## config.mk

```make
export PLATFORM = sky130hd
export DESIGN_NAME = ps2_position_sequencer
export DESIGN_NICKNAME = d
export VERILOG_FILES = /design/src/rtl/ps2_position_sequencer.sv
export SDC_FILE = /design/constraint.sdc
export NUM_CORES = 1
export LEC_CHECK = 0
export ABC_AREA = 1
export BUFFER_PORTS_ARGS = -buffer_cell sky130_fd_sc_hd__buf_2
export CAP_MARGIN = 20
export CORE_UTILIZATION = 60
export DETAILED_ROUTE_END_ITERATION = 10
export GPL_ROUTABILITY_DRIVEN = 0
export PLACE_DENSITY = 0.8
export SKIP_CTS_REPAIR_TIMING = 1
export SLEW_MARGIN = 20
export SYNTH_ARGS = -nofsm -noshare
export SYNTH_HDL_FRONTEND = slang
export SYNTH_SLANG_ARGS = --single-unit
```

## constraint.sdc

```tcl
create_clock -name clk_i -period 4.3 [get_ports clk_i]
set_input_delay 0.86 -clock clk_i [delete_from_list [all_inputs] [get_ports clk_i]]
set_output_delay 0.86 -clock clk_i [all_outputs]
set_load 0.02 [all_outputs]
```

## src/rtl/ps2_position_sequencer.sv

```systemverilog
// PS/2 set-2 keyboard receiver with a move/colour sequencer for the VGA sprite.
// Key actions accumulate in pending registers and are committed on the vsync falling edge.
module ps2_position_sequencer #(
  parameter int CLK_FILTER = 4,
  parameter int TIMEOUT    = 50000,
  parameter int X_STEP     = 32,
  parameter int X_MAX      = 96,
  parameter int Y_STEP     = 32,
  parameter int Y_MAX      = 320
) (
  input  logic       clk_i,
  input  logic       rst_ni,
  input  logic       ps2_clk_i,
  input  logic       ps2_data_i,
  input  logic       vsync_i,
  output logic [9:0] x_red_counter_o,
  output logic [9:0] y_red_counter_o,
  output logic [2:0] color_reg_o,
  output logic [7:0] scan_code_o,
  output logic       scan_valid_o,
  output logic       frame_error_o,
  output logic       pending_o
);
  localparam int FW = $clog2(CLK_FILTER + 1);
  localparam int TW = $clog2(TIMEOUT + 1);

  typedef enum logic [1:0] {IDLE, DATA, PARITY, STOP} state_t;

  logic [1:0]    ps2_clk_sync_q, ps2_data_sync_q;
  logic [2:0]    vsync_sync_q;
  logic          filt_q;
  logic [FW-1:0] filt_cnt_q;
  logic          strobe, data_s, vsync_fall;

  state_t        state_q, state_d;
  logic [2:0]    bit_cnt_q, bit_cnt_d;
  logic [7:0]    shift_q, shift_d;
  logic          parity_q, parity_d;
  logic [TW-1:0] to_cnt_q, to_cnt_d;
  logic          scan_valid_d, frame_error_d;
  logic [7:0]    scan_code_q;
  logic          scan_valid_q, frame_error_q;

  logic          ext_q, ext_d, brk_q, brk_d;
  logic [9:0]    px_q, px_d, py_q, py_d;
  logic [2:0]    pc_q, pc_d;
  logic          action;
  logic          pend_q;
  logic [9:0]    x_q, y_q;
  logic [2:0]    c_q;
  logic [10:0]   x_up, y_up;

  assign data_s     = ps2_data_sync_q[1];
  assign vsync_fall = vsync_sync_q[2] & ~vsync_sync_q[1];
  // Strobe on the cycle the filtered clock commits to a 1->0 change.
  assign strobe     = filt_q & ~ps2_clk_sync_q[1] & (filt_cnt_q == FW'(CLK_FILTER - 1));

  always_ff @(posedge clk_i or negedge rst_ni) begin
    if (!rst_ni) begin
      ps2_clk_sync_q  <= 2'b11;
      ps2_data_sync_q <= 2'b11;
      vsync_sync_q    <= 3'b000;
      filt_q          <= 1'b1;
      filt_cnt_q      <= '0;
    end else begin
      ps2_clk_sync_q  <= {ps2_clk_sync_q[0], ps2_clk_i};
      ps2_data_sync_q <= {ps2_data_sync_q[0], ps2_data_i};
      vsync_sync_q    <= {vsync_sync_q[1:0], vsync_i};
      if (ps2_clk_sync_q[1] == filt_q) begin
        filt_cnt_q <= '0;
      end else if (filt_cnt_q == FW'(CLK_FILTER - 1)) begin
        filt_q     <= ps2_clk_sync_q[1];
        filt_cnt_q <= '0;
      end else begin
        filt_cnt_q <= filt_cnt_q + 1'b1;
      end
    end
  end

  always_comb begin
    state_d       = state_q;
    bit_cnt_d     = bit_cnt_q;
    shift_d       = shift_q;
    parity_d      = parity_q;
    to_cnt_d      = '0;
    scan_valid_d  = 1'b0;
    frame_error_d = 1'b0;
    unique case (state_q)
      IDLE: if (strobe && !data_s) begin
        state_d   = DATA;
        bit_cnt_d = '0;
      end
      DATA: if (strobe) begin
        shift_d   = {data_s, shift_q[7:1]};
        bit_cnt_d = bit_cnt_q + 3'd1;
        if (bit_cnt_q == 3'd7) state_d = PARITY;
      end
      PARITY: if (strobe) begin
        parity_d = data_s;
        state_d  = STOP;
      end
      STOP: if (strobe) begin
        state_d = IDLE;
        if (data_s && (^shift_q ^ parity_q)) scan_valid_d = 1'b1;
        else frame_error_d = 1'b1;
      end
      default: state_d = IDLE;
    endcase
    if (state_q != IDLE && !strobe) begin
      if (to_cnt_q == TW'(TIMEOUT - 1)) begin
        state_d       = IDLE;
        frame_error_d = 1'b1;
      end else begin
        to_cnt_d = to_cnt_q + 1'b1;
      end
    end
  end

  always_ff @(posedge clk_i or negedge rst_ni) begin
    if (!rst_ni) begin
      state_q       <= IDLE;
      bit_cnt_q     <= '0;
      shift_q       <= '0;
      parity_q      <= 1'b0;
      to_cnt_q      <= '0;
      scan_code_q   <= '0;
      scan_valid_q  <= 1'b0;
      frame_error_q <= 1'b0;
    end else begin
      state_q       <= state_d;
      bit_cnt_q     <= bit_cnt_d;
      shift_q       <= shift_d;
      parity_q      <= parity_d;
      to_cnt_q      <= to_cnt_d;
      scan_valid_q  <= scan_valid_d;
      frame_error_q <= frame_error_d;
      if (scan_valid_d) scan_code_q <= shift_q;
    end
  end

  // Saturating step arithmetic is one bit wider than the offsets.
  assign x_up = {1'b0, px_q} + 11'(X_STEP);
  assign y_up = {1'b0, py_q} + 11'(Y_STEP);

  always_comb begin
    ext_d  = ext_q;
    brk_d  = brk_q;
    px_d   = px_q;
    py_d   = py_q;
    pc_d   = pc_q;
    action = 1'b0;
    if (scan_valid_q) begin
      if (scan_code_q == 8'hE0) begin
        ext_d = 1'b1;
      end else if (scan_code_q == 8'hF0) begin
        brk_d = 1'b1;
      end else if (brk_q) begin
        brk_d = 1'b0;
        ext_d = 1'b0;
      end else begin
        ext_d  = 1'b0;
        action = 1'b1;
        if (ext_q && scan_code_q == 8'h6B)
          px_d = ({1'b0, px_q} >= 11'(X_STEP)) ? px_q - 10'(X_STEP) : '0;
        else if (ext_q && scan_code_q == 8'h74)
          px_d = (x_up > 11'(X_MAX)) ? 10'(X_MAX) : x_up[9:0];
        else if (ext_q && scan_code_q == 8'h75)
          py_d = ({1'b0, py_q} >= 11'(Y_STEP)) ? py_q - 10'(Y_STEP) : '0;
        else if (ext_q && scan_code_q == 8'h72)
          py_d = (y_up > 11'(Y_MAX)) ? 10'(Y_MAX) : y_up[9:0];
        else if (!ext_q && scan_code_q == 8'h29)
          pc_d = pc_q + 3'd1;
        else
          action = 1'b0;
      end
    end
  end

  always_ff @(posedge clk_i or negedge rst_ni) begin
    if (!rst_ni) begin
      ext_q  <= 1'b0;
      brk_q  <= 1'b0;
      px_q   <= '0;
      py_q   <= '0;
      pc_q   <= 3'd1;
      pend_q <= 1'b0;
      x_q    <= '0;
      y_q    <= '0;
      c_q    <= 3'd1;
    end else begin
      ext_q <= ext_d;
      brk_q <= brk_d;
      px_q  <= px_d;
      py_q  <= py_d;
      pc_q  <= pc_d;
      // A commit takes the pre-action pending values; a same-cycle action keeps pending set.
      if (action) pend_q <= 1'b1;
      else if (vsync_fall) pend_q <= 1'b0;
      if (vsync_fall) begin
        x_q <= px_q;
        y_q <= py_q;
        c_q <= pc_q;
      end
    end
  end

  assign x_red_counter_o = x_q;
  assign y_red_counter_o = y_q;
  assign color_reg_o     = c_q;
  assign scan_code_o     = scan_code_q;
  assign scan_valid_o    = scan_valid_q;
  assign frame_error_o   = frame_error_q;
  assign pending_o       = pend_q;
endmodule

```

======== Word-level counts from Yosys, hierarchy flattened ========
Index checks and enable logic that the tools add are counted.
Widths: inputs -> output; s select.
cells by class
  add/subtract/negate cells ............... 8
  $mul .................................... 0
  div/mod/pow operators ................... 0
  order comparisons ....................... 4
  eq/ne operators ......................... 17
  shift-type cells ........................ 0
  muxes and demuxes ....................... 45
  bitwise logic cells ..................... 14
  reductions and logical operators ........ 27
operator list
  kind                   number
  $mux 10                8
  $eq 8x7->1 const B     4
  $mux 16                2
  $add 10x6->11 const B  2
  $mux 1                 22
  $ge 10x6->1 const B    2
  $sub 10x6->10 const B  2
  $add 16x1->16 const B  1
  $eq 16x16->1 const B   1
  $eq 8x8->1 const B     2
  $mux 2                 7
  $mux 3                 4
  $gt 11x7->1 const B    1
  $gt 11x9->1 const B    1
  $not 1->1              10
  $reduce_and 2->1       5
  $reduce_bool 2->1      5
  $add 3x1->3 const B    3
  $reduce_and 9->1       1
  $eq 8x6->1 const B     1
  $logic_and 1x1->1      8
  $pmux 2 s4             1
  $reduce_xor 8->1       1
  $reduce_and 7->1       1
  13 further kinds       20
storage, ports and cells
  register bits after elaboration ......... 100
  latch bits .............................. 0
  RAM bits ................................ 0
  ROM bits ................................ 0
  bits of input ports ..................... 5
  output and inout bits ................... 34
  logic and storage cells ................. 137
  memories kept ........................... 0

======== Logic depth before layout (Yosys ltp) ========
Gate-level depths: netlist of run 1.
  depth in word-level cells ............... 12
  gate-level depth with buffers ........... 12

======== Worst setup path after synthesis of run 1 ========
No wires, ideal clock.
  path type ............................... reg2reg
  from .................................... register filt_q
  to ...................................... register state_q[1]
  library setup time ...................... 0.120 ns
  arrival time ............................ 1.428 ns
  required time ........................... 4.180 ns
  setup slack ............................. 2.752 ns
  cell stages (with the launch flop) ...... 10
  path through ............................ dfstp_2 -> ha_1 -> inv_1 -> nor2_2 -> nand2_1 -> nor2_1 -> buf_2 -> inv_1 -> o211ai_1 -> inv_1
on the way
  longest elaborated chain between the ends .. 7
RTL lines
  element                       line  text
  from (decl)                   31    logic filt_q;
  from (signal assigned)        72    filt_q <= ps2_clk_sync_q[1];
  $and 1x1->1 (*) (2 in a row)  56    assign strobe = filt_q & ~ps2_clk_sync_q[1] & (filt_cnt_q == FW'(CLK_FILTER - 1));
  $logic_and 1x1->1             89    IDLE: if (strobe && !data_s) begin
  $mux 2                        89
  $pmux 2 s4                    88    unique case (state_q)
  $mux 2                        110   if (to_cnt_q == TW'(TIMEOUT - 1)) begin
  $mux 2 (*)                    109   if (state_q != IDLE && !strobe) begin
  net state_d[1]                35    state_t state_q, state_d;
  to (signal assigned)          130   state_q <= state_d;
  to (decl)                     35
The timed path passes the listed nets; every way through them passes the cells marked *.
A chain may end at the register's enable or synchronous reset.

======== Final worst setup path of run 1 ========
  from .................................... register filt_q
  to ...................................... register scan_code_q[1] (netlist: scan_code_o[1])
on the way
  longest elaborated chain between the ends .. 4
RTL lines
  element                   line  text
  $and 1x1->1 (2 in a row)  56
  $mux 1                    102   STOP: if (strobe) begin
  $mux 1                    88
  to (signal assigned)      137   if (scan_valid_d) scan_code_q <= shift_q;
  to (decl)                 41    logic [7:0] scan_code_q;
Every way passes these cells.

==> flow_summary.json, run 1 <==
{
  "crit_family": "simple AND/OR/NAND/NOR gates",
  "fmax_mhz": 467.0,
  "worst_slack_ns": 2.159,
  "die_y_um": 87.14,
  "drt_first_pass_iters": 5,
  "required_ns": 4.54,
  "worstPathArrival_ns": 2.38,
  "clkLatencyLatePin_ns": 0.36,
  "cp_slowest_cell": "dfstp_2",
  "h-tree-depth": 3,
  "rsz0062_at_grt": "false",
  "dr_total_vias": 3581,
  "grt_max_degree": 81,
  "min_period_over_period_pct": 49.80,
  "finalWirelength_mm": 8.174,
  "synth_area_sq_mm": 0.004349,
  "cts_buffer_depth": 2,
  "ys_ff_latch": 80,
  "yosysWarnings": 0,
  "slew_headroom_pct": 59.24,
  "final_common_cell": "nand2_1",
  "drc": 0,
  "path_clk_slew_ns": 0.09,
  "crit_buf_inv": 1,
  "core_region_area_sq_mm": 0.006907,
  "intPower_mw": 1.100,
  "tns_ns": 0,
  "synth_cell_type_count": 42,
  "diodes": 0,
  "worst_pin_slew_ns": 0.6092,
  "crit_cells": 8,
  "rows": 30,
  "start_util_pct": 62.97,
  "status": "finished clean",
  "timing.rr.start": "filt_q",
  "dp_hpwl_mm": 5.917,
  "nets": 604,
  "routedWlPerCell_um": 11.90,
  "path_class": "reg -> reg",
  "cp-endpoint": "scan_code_o[1]",
  "power_density_mw_per_mm2": 311.0,
  "r2r_setup_slack_ns": 2.16,
  "cts_tree": "yes",
  "grt_usage_pct": 23.40,
  "peakVddDrop_v": 0.0001887,
  "finalCriticalPeriod_ns": 2.141,
  "cp-start-kind": "flop",
  "die_w_um": 87.14,
  "antenna_found_initial": 0,
  "startpoint": "filt_q",
  "grt_pass1_wl_mm": 14.07,
  "min-delay-path-class": "reg -> reg",
  "numCtsBuffers": 9,
  "dp_worst_setup_slack_ns": 2.140,
  "layout.cells.non_filler": 687,
  "cp_max_fo": 11,
  "report.final.slew_viol_count": 0,
  "p_sw_mw": 0.3834,
  "p_leak_nw": 2.500,
  "finalSetupViolations": 0,
  "grt_pass1_vias": 3311,
  "post_drt_via_cell_ratio": 5.213,
  "gr-total-overflow": 0,
  "finClkSkew_ns": 0.009975,
  "combPwrFrac_pct": 8.0,
  "cts.sinks": 80,
  "pwr-share-clk_pct": 38.4,
  "first_iter_violations": 170,
  "syn_inst": 555,
  "syn_to_final_growth_pct": 9.666,
  "dieArea_sq_mm": 0.007593,
  "seqPwrFrac_pct": 53.6,
  "cts-root-buf": "clkbuf_8",
  "final_cell_mix": "nand2_1, dfrtp_1, inv_1, nor2_1, nand3_1",
  "timing_hold_violations_final": 0,
  "path_cells": "ha_1 > inv_1 > nor2_2 > nand2_1 > nor2_1 > nand4_2 > nand2_1 > nand2_1",
  "rr_endpoint": "scan_code_o[1]",
  "seq_area_frac_synth_pct": 46.23,
  "place_inst": 670,
  "r2r_cells": 8,
  "cp-end-kind": "flop",
  "pin_count": 39,
  "drive_gt1_share_pct": 13.03,
  "cap_violations": 0,
  "swShare_pct": 25.84,
  "ant_nets": 0,
  "port_buffers": 28,
  "avgSynthCellArea_sq_um": 7.836,
  "crit_path_frequent_cell": "nand2_1",
  "slowest_delay_ns": 0.54
}
-- synth_stat cells --
master	number	area share, %
and2_4	1	0.20
a31oi_2	1	0.29
clkbuf_2	1	0.11
clkinv_1	1	0.086
nor2_2	4	0.58
nor3_2	1	0.23
o21ba_2	1	0.23
a21boi_1	1	0.17
xor2_1	13	2.6
or2_4	1	0.20
nand3_2	2	0.46
inv_1	68	5.9
o21bai_1	1	0.17
nor4_1	2	0.29
buf_2	2	0.23
dfstp_2	7	4.2
nand4_2	1	0.29
nand4_1	17	2.4
buf_4	10	1.7
clkbuf_1	5	0.43
a21oi_1	11	1.3
o211ai_1	1	0.17
inv_2	2	0.17
nor2_4	2	0.52
xnor2_1	2	0.40
nor2_1	60	5.2
nor3_1	12	1.4
o21ai_0	30	3.5
ha_1	13	3.7
or2_2	3	0.43
o21ai_1	4	0.46
o21a_1	2	0.35
or2_1	1	0.14
nand3_1	39	4.5
nand3b_1	2	0.35
nand2_1	147	13
o31ai_1	3	0.52
dfrtp_1	73	42
nand3b_4	1	0.46
conb_1	1	0.086
nand2_2	5	0.72
nor3b_1	1	0.17
-- metal layers --
| metal | GRT usage [%] | share of wire, % | wire [um] | vias to the layer above |
|---|---|---|---|---|
| met5 | 0 | 0 | 0 | - |
| met4 | 7.303 | 1.2 | 102 | 0 |
| met3 | 4.360 | 3.1 | 257 | 12 |
| met2 | 40.94 | 49 | 4011 | 78 |
| met1 | 29.42 | 47 | 3803 | 1672 |
| li1 | - | - | - | 1819 |
-- per-stage QoR --
step / util (%) / hold WS, ns / total power, mW / cell area [sq um]
finish: 69.06 / 0.3581 / 1.483 / 4770
global route: 69.06 / 0.3665 / 1.549 / 4770
CTS: 68.66 / 0.3603 / 1.496 / 4742
detailed placement: 65.69 / 0.3397 / 0.9245 / 4537
global placement: 65.69 / 0.3358 / 0.9159 / 4537
floorplan: - / 0.3312 / 0.8922 / 4383
-- layout make-up --
| cell class | instances | area (sq um) |
|---|---|---|
| Clock inverter | 6 | 67.56 |
| Sequential cell | 80 | 2011 |
| Fill cell | 598 | 2137 |
| Timing Repair Buffer | 29 | 170.2 |
| Clock buffer | 10 | 137.6 |
| Multi-Input combinational cell | 395 | 1997 |
| Inverter | 71 | 266.5 |
| Tap cell | 96 | 120.1 |
-- power by group through the flow --
stage / Sequential, mW / Combinational (mW) / Clock [mW]
after floorplan: 0.803 / 0.0888 / 0
after CTS: 0.795 / 0.117 / 0.584
after global routing: 0.798 / 0.137 / 0.614
final: 0.795 / 0.118 / 0.570
after global placement: 0.806 / 0.110 / 0
after detailed placement: 0.809 / 0.116 / 0
-- registers in the layout, summed over array words and instances (netlist names) --
signal	count
pc_q	3
y_red_counter_o	5
filt_q	1
state_q	2
pending_o	1
vsync_sync_q	3
ps2_clk_sync_q	2
bit_cnt_q	3
filt_cnt_q	3
to_cnt_q	16
px_q	5
frame_error_o	1
brk_q	1
ext_q	1
ps2_data_sync_q	2
shift_q	8
scan_valid_o	1
parity_q	1
x_red_counter_o	5
py_q	5
scan_code_o	8
color_reg_o	3
-- worst min-delay path by stage --
stage                            start            endpoint  slack (ns)  cells after the start
floorplan              vsync_sync_q[0]     vsync_sync_q[1]        0.33                      0
global placement       vsync_sync_q[0]     vsync_sync_q[1]        0.34                      0
detailed placement     vsync_sync_q[0]     vsync_sync_q[1]        0.34                      0
CTS                    vsync_sync_q[0]     vsync_sync_q[1]        0.36                      0
global route        ps2_data_sync_q[0]  ps2_data_sync_q[1]        0.37                      0
finish                 vsync_sync_q[0]     vsync_sync_q[1]        0.36                      0
-- cells by family (layout without fill, tap and decap cells) --
logic type / Yosys count / count (layout) / share of synthesized area, %
buffers and inverters: 89 / 116 / 8.630
xor gates and xnor gates: 15 / 15 / 3.021
and+or+nand+nor: 302 / 302 / 31.21
DFF: 80 / 80 / 46.23
adders and majority gates: 13 / 13 / 3.740
AOI/OAI and AO/OA: 55 / 55 / 7.077
other: 1 / 10 / 0.08622
(Power assumes the default switching activity.)
==> run 2: changes to the inputs <==
- ABC_AREA: 1 -> 0
- CORE_UTILIZATION: 60 -> 59
- clock period: 4.3 -> 2.2 ns (I/O delays scaled with it)
==> run 2 against run 1 <==
The flow now finishes with violations (DRC). Register-to-register slack worse by 2.1 ns. Combinational power is 75% higher. Clock skew is 0.00083 ns higher. Critical path type unchanged. Largest cell class unchanged. Largest power group unchanged.
==> flow_summary.json, run 2 <==
{
  "status": "finished, violations left",
  "violations": "DRC",
  "dieArea_sq_mm": 0.007054,
  "async_flop_share_pct": 100.0,
  "port_buffers": 28,
  "synth_top_area_cell": "dfrtp_1",
  "post_drt_via_cell_ratio": 5.767,
  "timing_hold_violations_final": 0,
  "timing.rr.start": "shift_q[2]",
  "regMostFlops": "to_cnt_q",
  "cp_slowest_cell": "xnor3_1",
  "slew_headroom_pct": 51.29,
  "synth_common_cells": "dfrtp_1, mux2_2, nand2_1, nor2_1, o21ai_0",
  "gr-total-overflow": 0,
  "avgSynthCellArea_sq_um": 10.81,
  "multi_input_area_sq_mm": 0.001819,
  "min_period_over_period_pct": 97.59,
  "yosysWarnings": 0,
  "finClkSkew_ns": 0.01081,
  "seq_area_frac_synth_pct": 50.69,
  "path_class": "reg -> reg",
  "start_util_pct": 61.76,
  "drt_first_pass_iters": 7,
  "fill_cells": 482,
  "hold-worst-slack_ns": 0.1867,
  "ant_nets": 0,
  "register_area_sq_mm": 0.002011,
  "path_clk_slew_ns": 0.08,
  "finalCriticalPeriod_ns": 2.147,
  "cp-endpoint": "scan_code_o[4]",
  "synth_enable_flop_cells": 0,
  "cp-start-kind": "flop",
  "drc": 8,
  "final_cell_mix": "dfrtp_1, mux2_2, buf_2, nand2_1, nor2_1",
  "cts.sinks": 80,
  "cts_tree": "yes",
  "power_density_mw_per_mm2": 655.4,
  "synth_cell_type_count": 58,
  "synth.most_common_cell": "dfrtp_1",
  "path_cells": "xnor2_1 > xnor3_1 > xnor2_1 > nor3b_2 > buf_4 > mux2_2",
  "dp_hpwl_mm": 4.945,
  "synth_area_leaders": "dfrtp_1, mux2_2, dfstp_2",
  "worst_pin_slew_ns": 0.7307,
  "cp_max_fo": 9,
  "worst_slack_ns": 0.05310,
  "rr_endpoint": "scan_code_o[4]",
  "diodes": 0,
  "routedWlPerCell_um": 14.85,
  "tns_ns": 0,
  "report.final.slew_viol_count": 0,
  "p_leak_nw": 2.092,
  "grt_pass1_vias": 2783,
  "grt_max_degree": 57,
  "first_iter_violations": 128,
  "grt_usage_pct": 22.48,
  "drive_gt1_share_pct": 23.59,
  "ys_ff_latch": 80,
  "antenna_found_initial": 0,
  "largest_register_ffs": 16,
  "fmax_mhz": 465.8,
  "dp_worst_setup_slack_ns": 0.08133,
  "grt_pass1_wl_mm": 12.54,
  "finalSetupViolations": 0,
  "cts_buffer_depth": 2,
  "r2r_cells": 6,
  "ys.flop_type": "dfrtp_1",
  "syn_to_final_growth_pct": 10.79,
  "finalWirelength_mm": 7.188,
  "rsz0062_at_grt": "false",
  "finalPower_mw": 2.880,
  "rows": 29,
  "h-tree-depth": 3,
  "cp-end-kind": "flop",
  "core_region_area_sq_mm": 0.006422,
  "r2r_setup_slack_ns": 0.05,
  "startpoint": "shift_q[2]",
  "pin_count": 39,
  "peakVddDrop_v": 0.0004730,
  "crit_cells": 6,
  "slowest_delay_ns": 0.43,
  "die_w_um": 83.99,
  "yosysTopAreaCellShare_pct": 46.06,
  "clkLatencyLatePin_ns": 0.35,
  "numCtsBuffers": 9,
  "dr_total_vias": 2791,
  "die_y_um": 83.99,
  "crit_family": "XOR/XNOR gates",
  "cap_violations": 0,
  "crit_path_frequent_cell": "xnor2_1",
  "min-delay-path-class": "in -> reg",
  "cts-root-buf": "clkbuf_8",
  "nets": 420,
  "synth_area_sq_mm": 0.003966,
  "syn_inst": 367,
  "worstPathArrival_ns": 2.38,
  "final_common_cell": "dfrtp_1",
  "required_ns": 2.43,
  "crit_buf_inv": 1
}
run 2: how the worst min path moves through the flow:
stage,end,slack [ns],from,cells past startpoint
after floorplan,bit_cnt_q[0],0.14,rst_ni,0
after global placement,vsync_sync_q[1],0.33,vsync_sync_q[0],0
after detailed placement,vsync_sync_q[1],0.34,vsync_sync_q[0],0
after CTS,vsync_sync_q[1],-0.01,rst_ni,1
after global routing,ps2_data_sync_q[0],0.17,ps2_data_i,1
final,ps2_clk_sync_q[0],0.19,ps2_clk_i,1
run 2: kinds of logic after synthesis:
logic type	synth area share [%]
AOI/OAI and AO/OA	10.35
xor gates and xnor gates	4.763
adders and majority gates	4.101
buffers and inverters	4.290
DFF	50.69
muxes	8.202
other	0.09455
and+or+nand+nor	17.51
run 2: layer usage:
layer | GRT usage (%) | vias up | part of all wire [%]
li1 | - | 1361 | -
met1 | 28.32 | 1348 | 46
met5 | 0 | - | 0
met4 | 9.875 | 0 | 1.8
met3 | 4.550 | 18 | 2.7
met2 | 37.63 | 64 | 50
run 2: per-stage QoR:
step                instances  instance area (sq um)  util (%)
floorplan                 376                   4000         -
global placement          467                   4179     65.07
detailed placement        467                   4179     65.07
CTS                       483                   4384     68.26
global route              484                   4394     68.42
finish                    484                   4394     68.42
run 2: power by group:
part	total [mW]	internal [mW]	leakage (nW)	switching, mW
clock network	1.11	0.564	0.100	0.543
registers	1.57	1.52	1.08	0.0412
logic	0.207	0.0792	0.909	0.128
total	2.88	2.17	2.09	0.712
run 2: area by class of cell:
type / instances / area share [%]
Clock buffer: 11 / 3.218
Clock inverter: 5 / 1.452
Inverter: 12 / 1.025
Multi-Input combinational cell: 263 / 41.40
Sequential cell: 80 / 45.76
Tap cell: 77 / 2.192
Timing Repair Buffer: 36 / 4.954
==> run 3: changes to the inputs <==
- BUFFER_PORTS_ARGS: -buffer_cell sky130_fd_sc_hd__buf_2 -> -buffer_cell sky130_fd_sc_hd__buf_4
==> run 3 against run 2 <==
The flow still finishes with violations (DRC). Register-to-register slack improved by 0.02 ns. Cell area increased by 2.5%. Clock power about the same. Non-clock buffer count increased by 1. Critical path type unchanged. Largest cell class unchanged.
==> flow_summary.json, run 3 (same netlist as run 2, synthesis figures left out) <==
{
  "slew_headroom_pct": 53.83,
  "clkLatencyLatePin_ns": 0.35,
  "final_cell_mix": "dfrtp_1, buf_4, mux2_2, nand2_1, nor2_1",
  "path_clk_slew_ns": 0.08,
  "drc": 8,
  "report.final.slew_viol_count": 0,
  "cts_tree": "yes",
  "rsz0062_at_grt": "false",
  "regMostFlops": "to_cnt_q",
  "drive_gt1_share_pct": 25.00,
  "cp-start-kind": "flop",
  "die_w_um": 83.99,
  "rr_endpoint": "scan_code_o[4]",
  "grt_usage_pct": 22.69,
  "pin_count": 39,
  "min_period_over_period_pct": 96.78,
  "post_drt_via_cell_ratio": 5.810,
  "cts.sinks": 80,
  "routedWlPerCell_um": 15.02,
  "worst_pin_slew_ns": 0.6925,
  "timing.rr.start": "shift_q[7]",
  "cp_max_fo": 9,
  "peakVddDrop_v": 0.0004327,
  "gr-total-overflow": 0,
  "syn_to_final_growth_pct": 13.56,
  "tns_ns": 0,
  "ant_nets": 0,
  "finalSetupViolations": 0,
  "min-delay-path-class": "in -> async",
  "violations": "DRC",
  "dp_hpwl_mm": 5.017,
  "largest_register_ffs": 16,
  "power_density_mw_per_mm2": 648.2,
  "fmax_mhz": 469.7,
  "diodes": 0,
  "h-tree-depth": 3,
  "cts-root-buf": "clkbuf_8",
  "fill_cells": 493,
  "required_ns": 2.44,
  "start_util_pct": 61.76,
  "timing_hold_violations_final": 0,
  "path_class": "reg -> reg",
  "fin_util_pct": 70.13,
  "dr_total_vias": 2818,
  "dieArea_sq_mm": 0.007054,
  "cts_buffer_depth": 2,
  "r2r_setup_slack_ns": 0.07,
  "die_y_um": 83.99,
  "r2r_cells": 6,
  "numCtsBuffers": 9,
  "finClkSkew_ns": 0.008718,
  "antenna_found_initial": 0,
  "grt_pass1_vias": 2791,
  "nets": 421,
  "p_leak_nw": 2.126,
  "grt_pass1_wl_mm": 12.60,
  "finalWirelength_mm": 7.287,
  "first_iter_violations": 139,
  "grt_max_degree": 45,
  "finalCriticalPeriod_ns": 2.129,
  "rows": 29,
  "worstPathArrival_ns": 2.37,
  "drt_first_pass_iters": 7,
  "port_buffers": 28,
  "status": "finished, violations left",
  "cap_violations": 0,
  "core_region_area_sq_mm": 0.006422,
  "final_common_cell": "dfrtp_1",
  "cp-end-kind": "flop"
}
run 3: changes by cell type in the layout (fill, tap and decap cells not counted), sizes merged:
cell / delta
inv: -1
buf: +2
clkinvlp: -1
dlygate4sd3: -1
clkinv: +2
run 3: routing by layer:
| layer | global-route usage [%] | vias up | share of wire (%) |
|---|---|---|---|
| met4 | 12.85 | 0 | 2.2 |
| met3 | 4.451 | 17 | 3.3 |
| met5 | 0 | - | 0 |
| li1 | - | 1363 | - |
| met2 | 36.36 | 58 | 49 |
| met1 | 28.88 | 1380 | 46 |
run 3: area by class of cell:
type / instances / area [sq um] / area share, %
Multi-Input combinational cell: 263 / 1841 / 40.86
Clock inverter: 5 / 65.06 / 1.444
Inverter: 12 / 45.04 / 1.000
Sequential cell: 80 / 2012 / 44.67
Timing Repair Buffer: 37 / 294.0 / 6.528
Clock buffer: 11 / 151.4 / 3.361
Tap cell: 77 / 96.34 / 2.139
run 3: per-stage QoR:
step                      total power, mW  cells  hold slack (ns)  worst slack (ns)  area [sq um]
after floorplan                     1.734    376           0.1444            0.2871          4000
after global placement              1.790    467           0.3346            0.2180          4247
after detailed placement            1.802    467           0.3396            0.1756          4247
after CTS                           2.935    483          0.04457           0.02141          4463
after global routing                3.039    485          0.06253           0.01974          4504
final                               2.920    485          0.04173           0.07088          4504
run 3: report_power, final:
| group | leakage [nW] | internal (mW) | total (mW) | switching [mW] |
|---|---|---|---|---|
| sequential | 1.08 | 1.52 | 1.57 | 0.0421 |
| combinational | 0.935 | 0.0868 | 0.214 | 0.127 |
| clock | 0.110 | 0.594 | 1.14 | 0.545 |
| total | 2.13 | 2.21 | 2.92 | 0.714 |
run 3: how the worst max path moves through the flow:
stage / start / endpoint
after global placement: shift_q[2] / scan_code_o[6]
after floorplan: scan_code_o[7] / pc_q[1]
after global routing: py_q[6] / py_q[7]
after detailed placement: shift_q[2] / scan_code_o[4]
after CTS: shift_q[2] / scan_code_o[4]
final: shift_q[7] / scan_code_o[4]
run 3: worst max-delay path, cell delays in order (launching register included):
cell and delay (ns):
dfrtp_1 0.43, xnor2_2 0.17, xnor3_1 0.45, xnor2_2 0.21, nor3b_4 0.25, buf_6 0.17
mux2_2 0.34
